$ cat config.mk
export PLATFORM = sky130hd
export DESIGN_NAME = uart_baud_ctrl
export DESIGN_NICKNAME = d
export VERILOG_FILES = /design/src/rtl/uart_baud_ctrl.sv
export SDC_FILE = /design/constraint.sdc
export NUM_CORES = 1
export LEC_CHECK = 0
export ABC_AREA = 1
export CAP_MARGIN = 20
export CORE_MARGIN = 3
export CORE_UTILIZATION = 30
export CTS_BUF_LIST = sky130_fd_sc_hd__clkbuf_16
export DETAILED_ROUTE_END_ITERATION = 12
export GPL_TIMING_DRIVEN = 0
export MAX_ROUTING_LAYER = met4
export PLACE_DENSITY = 0.58
export RECOVER_POWER = 25
export SETUP_SLACK_MARGIN = 0.02
export SYNTH_ARGS = -nofsm -noshare
export SYNTH_HDL_FRONTEND = slang
export SYNTH_SLANG_ARGS = --single-unit
$ cat constraint.sdc
create_clock -name clk_in -period 1.97 [get_ports clk_in]
set_input_delay 0.2955 -clock clk_in [delete_from_list [all_inputs] [get_ports clk_in]]
set_output_delay 0.2955 -clock clk_in [all_outputs]
set_load 0.005 [all_outputs]
$ cat src/rtl/uart_baud_ctrl.sv
// Baud timing controller: 16x oversample and bit-rate ticks with idle-gated divisor updates.
// Optional AUTOBAUD_EN adds start-bit width measurement to derive the divisor.
module uart_baud_ctrl #(
  parameter int unsigned      DIV_W       = 16,
  parameter logic [DIV_W-1:0] DEFAULT_DIV = DIV_W'(54),
  parameter int unsigned      OS_RATE     = 16
) (
  input  logic             clk_in,
  input  logic             rst_n_in,
  input  logic [DIV_W-1:0] cfg_div_in,
  input  logic             cfg_req_in,
  output logic             cfg_ack_out,
  output logic             cfg_err_out,
  input  logic             uart_busy_in,
  output logic [DIV_W-1:0] div_out,
  output logic             os_tick_out,
  output logic             baud_tick_out,
  output logic             busy_out
`ifdef AUTOBAUD_EN
  ,
  input  logic             rx_in,
  input  logic             ab_start_in,
  output logic             ab_done_out
`endif
);

  // state   | meaning
  // IDLE    | ticks free-running, accepting requests
  // PEND    | divisor latched, waiting for the UART to go idle
  // APPLY   | load divisor and re-phase counters, ticks suppressed
  // RESP    | one-cycle ack (with err) back to the host
  // AB_WAIT | autobaud: waiting for the start-bit falling edge
  // AB_MEAS | autobaud: counting clocks while rx is low

  localparam int unsigned      BD_W    = $clog2(OS_RATE);
  localparam logic [BD_W-1:0]  BD_MAX  = BD_W'(OS_RATE - 1);
  localparam logic [DIV_W-1:0] MIN_DIV = DIV_W'(2);

  typedef enum logic [2:0] {
    IDLE    = 3'd0,
    PEND    = 3'd1,
    APPLY   = 3'd2,
    RESP    = 3'd3
`ifdef AUTOBAUD_EN
    ,
    AB_WAIT = 3'd4,
    AB_MEAS = 3'd5
`endif
  } state_t;

  state_t           state;
  logic [DIV_W-1:0] nxt_div;
  logic [DIV_W-1:0] os_cnt;
  logic [BD_W-1:0]  bd_cnt;
  logic             apply_next;

  // The tick that would land in the APPLY cycle is dropped at its source.
  assign apply_next = (state == PEND) && !uart_busy_in;

`ifdef AUTOBAUD_EN
  localparam int unsigned AB_W = DIV_W + 4;

  logic            rx_s1, rx_s2, rx_d;
  logic            ab_mode;
  logic [AB_W-1:0] ab_cnt;
  logic [AB_W-1:0] ab_q;
  logic            ab_full;

  assign ab_q    = ab_cnt >> BD_W;
  assign ab_full = &ab_cnt;
`endif

  always_ff @(posedge clk_in or negedge rst_n_in) begin
    if (!rst_n_in) begin
      state         <= IDLE;
      nxt_div       <= DEFAULT_DIV;
      div_out       <= DEFAULT_DIV;
      os_cnt        <= '0;
      bd_cnt        <= '0;
      os_tick_out   <= 1'b0;
      baud_tick_out <= 1'b0;
      cfg_ack_out   <= 1'b0;
      cfg_err_out   <= 1'b0;
      busy_out      <= 1'b0;
`ifdef AUTOBAUD_EN
      rx_s1         <= 1'b1;
      rx_s2         <= 1'b1;
      rx_d          <= 1'b1;
      ab_mode       <= 1'b0;
      ab_cnt        <= '0;
      ab_done_out   <= 1'b0;
`endif
    end else begin
      cfg_ack_out <= 1'b0;
      cfg_err_out <= 1'b0;
`ifdef AUTOBAUD_EN
      ab_done_out <= 1'b0;
      rx_s1       <= rx_in;
      rx_s2       <= rx_s1;
      rx_d        <= rx_s2;
`endif

      if (state == APPLY) begin
        os_cnt        <= '0;
        bd_cnt        <= '0;
        os_tick_out   <= 1'b0;
        baud_tick_out <= 1'b0;
      end else if (os_cnt == div_out - 1'b1) begin
        os_cnt        <= '0;
        bd_cnt        <= bd_cnt + 1'b1;
        os_tick_out   <= !apply_next;
        baud_tick_out <= !apply_next && (bd_cnt == BD_MAX);
      end else begin
        os_cnt        <= os_cnt + 1'b1;
        os_tick_out   <= 1'b0;
        baud_tick_out <= 1'b0;
      end

      case (state)
        IDLE: begin
          if (cfg_req_in) begin
            nxt_div  <= cfg_div_in;
            busy_out <= 1'b1;
            if (cfg_div_in < MIN_DIV) begin
              state       <= RESP;
              cfg_ack_out <= 1'b1;
              cfg_err_out <= 1'b1;
            end else begin
              state <= PEND;
            end
          end
`ifdef AUTOBAUD_EN
          else if (ab_start_in) begin
            state    <= AB_WAIT;
            ab_mode  <= 1'b1;
            busy_out <= 1'b1;
          end
`endif
        end
        PEND: begin
          if (!uart_busy_in) state <= APPLY;
        end
        APPLY: begin
          div_out     <= nxt_div;
          state       <= RESP;
          cfg_ack_out <= 1'b1;
          cfg_err_out <= 1'b0;
`ifdef AUTOBAUD_EN
          ab_done_out <= ab_mode;
`endif
        end
        RESP: begin
          state    <= IDLE;
          busy_out <= 1'b0;
`ifdef AUTOBAUD_EN
          ab_mode  <= 1'b0;
`endif
        end
`ifdef AUTOBAUD_EN
        AB_WAIT: begin
          if (rx_d && !rx_s2) begin
            ab_cnt <= AB_W'(1);
            state  <= AB_MEAS;
          end
        end
        AB_MEAS: begin
          if (rx_s2) begin
            // Quotient must fit the divisor register and meet the minimum.
            if ((ab_q < AB_W'(2)) || ((ab_q >> DIV_W) != '0)) begin
              state       <= RESP;
              cfg_ack_out <= 1'b1;
              cfg_err_out <= 1'b1;
              ab_done_out <= 1'b1;
            end else begin
              nxt_div <= ab_q[DIV_W-1:0];
              state   <= PEND;
            end
          end else if (ab_full) begin
            state       <= RESP;
            cfg_ack_out <= 1'b1;
            cfg_err_out <= 1'b1;
            ab_done_out <= 1'b1;
          end else begin
            ab_cnt <= ab_cnt + 1'b1;
          end
        end
`endif
        default: state <= IDLE;
      endcase
    end
  end

endmodule
==> flow_summary.ini <==
[outcome]
violations = setup timing
status = complete, but fails checks

[cells_and_area]
final_net_count = 575
fillers = 1152
area.growth.synth_to_final_pct = 32.4
drive_gt1_share_pct = 18.1
diodes = 0
final_cells = 691
final_util_pct = 41.9

[sta]
grt_setup_unrepaired = true
fin_skew_ps = 4.29
min_period_over_period_pct = 106
worst_slew_pin_slew_ps = 1420
final_max_slew_viol_count = 0
finalHoldViolCount = 0
layout_setup_ws_ps = -114
relSlewSlack_pct = 5.08
finalSetupTns_ps = -1170
setup_violations = 14
fmax_ghz = 0.480
hold_ws_ps = 302
fin_crit_ps = 2080

[setup_path]
crit_path_max_fanout = 5
worstSetupPathType = register to register
required_ps = 2180
start_kind = register
cp_data_arrival_time_ps = 2290
endpoint_kind = register

[synthesis]
syn_area_um2 = 3520
async_flop_share_pct = 100
ys_seq_area_share_pct = 42.2
yosysWarnings = 0
synth_edf_count = 0
netlist_instances = 481
ys_seq_elements = 59
synthDistinctLibCells = 26
ys.flop_type = dfrtp_1
synth_nets = 509
avgSynthCellArea_um2 = 7.31

[floorplanning]
die_height_um = 114
die_area_um2 = 13100
die_x_um = 114
io_pins = 41
rows = 38
core_region_area_um2 = 11100
start_util_pct = 31.6

[clock_network]
clk_pin_slew_ps = 50
cts_buffer_depth = 2
clock-sinks = 59
clkLatencyLatePin_ps = 320
h-tree-depth = 3
cts_tree = yes
hold_buffers = 0
numCtsBuffers = 9
cts-root-buf = clkbuf_16

[flow_run]
maxCapViolations = 0

[detailed_routing]
drtIter0Drc = 218
vias = 3226
dr.pass1.iters = 4
post_drt_wl_per_cell_um = 13.4
ant_nets = 0
routed_wl_um = 9260
drc_errors = 0
via_per_inst = 4.67

[grt]
first_global_vias = 3330
grt_pass1_wl_um = 15800
antenna_found_initial = 0
gr-total-overflow = 0
grt_max_degree = 34
gr-usage-all-layers_pct = 15.5

[place]
placedCellCount = 662
io_buffer_count = 40
hpwl_um = 7050
gp_congestion = 0.852

[worst_hold_path]
min_path_type = input port to async pin

[pwr]
p_per_area_nw_per_um2 = 1530
irDropWorstVdd_mv = 0.725
p_leak_nw = 2.25
-- metrics by stage --
step	total power [W]	cell area [um^2]	setup WS, ps
floorplan	0.00408	3520	50.7
global placement	0.00505	4100	-1250
detailed placement	0.00511	4110	-284
CTS	0.00699	4570	-107
global route	0.00774	4660	-228
finish	0.00714	4660	-114
-- path summary, 6_finish.rpt --
check | startpoint | endpoint | slack [ps] | cells past startpoint
worst min register to register | nxt_div[5] | nxt_div[5] | 460 | 2
worst min-delay path | rst_n_in | div_out[12] | 300 | 1
worst max-delay path | div_out[1] | os_cnt[5] | -110 | 14
max in group asynchronous | rst_n_in | os_cnt[0] | 360 | 2
min in group clk_in | nxt_div[5] | nxt_div[5] | 460 | 2
worst max register to register | div_out[1] | os_cnt[5] | -110 | 14
-- where the power goes --
part	internal (W)	leakage [nW]	switching, W	total [W]
Combinational	0.00151	1.35	0.00206	0.00357
Sequential	0.00166	0.748	0.000451	0.00211
Clock	0.000949	0.143	0.000511	0.00146
-- critical path, cell delays in order, from the launching register on --
cell	delay (ps)
dfstp_2	570
inv_2	60
ha_4	240
inv_2	40
nand2_1	40
nand2_1	70
nand2_2	70
inv_2	40
nand4_1	160
nor3_4	190
nand2_2	100
nand2_4	110
buf_12	120
buf_12	110
nor2_2	30
-- synthesized netlist by cell type, types with 5 or more instances --
library cell | n | area (um^2)
nand2_1 | 168 | 631
nand3b_1 | 6 | 45.0
inv_1 | 55 | 206
nor4_1 | 5 | 31.3
nor2_2 | 15 | 93.8
dfrtp_1 | 51 | 1280
o21ai_0 | 23 | 115
ha_1 | 8 | 100
nand3_1 | 40 | 200
nor2_1 | 42 | 158
xor2_1 | 6 | 52.6
dfstp_2 | 8 | 210
xnor2_1 | 11 | 96.3
clkbuf_1 | 7 | 26.3
nand2_2 | 9 | 56.3
nand4_1 | 11 | 68.8
-- layer usage --
| metal | GRT usage (%) | vias to the layer above | share of wire [%] |
|---|---|---|---|
| met5 | - | - | 0 |
| met2 | 26.3 | 60 | 49 |
| met4 | 5.38 | 0 | 2.4 |
| li1 | - | 1654 | - |
| met3 | 2.11 | 17 | 2.5 |
| met1 | 18.9 | 1495 | 46 |
-- layout make-up --
cell class	instances	area (um^2)	area share [%]
Inverter	56	213	4.57
Clock inverter	6	50.0	1.07
Clock buffer	9	225	4.83
Sequential cell	59	1490	32.0
Multi-Input combinational cell	358	1910	40.9
Buffer	7	43.8	0.940
Timing Repair Buffer	56	556	11.9
Tap cell	140	175	3.76
-- sequential cells by signal, indices dropped and copies added, names as in the netlist --
name / flops
div_out: 16
nxt_div: 16
os_cnt: 16
bd_cnt: 4
state: 2
baud_tick_out: 1
busy_out: 1
cfg_ack_out: 1
cfg_err_out: 1
os_tick_out: 1
-- placed cells by master (no fill, tap or decap), types with 2 or more instances in the layout --
cell type and n:
a21oi_1 4, buf_12 4, buf_4 11, clkbuf_1 6, clkbuf_16 9, clkdlybuf4s50_1 39
clkinv_1 2, dfrtp_1 48, dfrtp_2 3, dfstp_2 8, ha_1 6, inv_1 52
inv_2 5, nand2_1 160, nand2_2 16, nand2_4 2, nand3_1 35, nand3_2 5
nand3b_1 6, nand4_1 11, nor2_1 34, nor2_2 17, nor2_4 7, nor2_8 2
nor3_1 2, nor4_1 5, o21ai_0 22, xnor2_1 11, xor2_1 6
-- logic make-up (layout without fill, tap and decap cells) --
kind of cell	after synthesis	after routing	share of synthesized area [%]
AND/OR/NAND/NOR	305	305	39.3
buffers and inverters	64	134	7.29
flip-flops	59	59	42.2
AO/OA/AOI/OAI	28	28	4.05
XOR/XNOR	17	17	4.23
adder cells (fa/ha/maj)	8	8	2.85
-- timing repair --
action | CTS | global route
pin swaps | 8 | 15
endpoints found under the setup margin | 21 | 26
setup buffers | 12 | 5
gates resized for setup | 10 | 35
gates cloned | 1 | 0
Note: power is estimated with default switching activity, not from simulation.
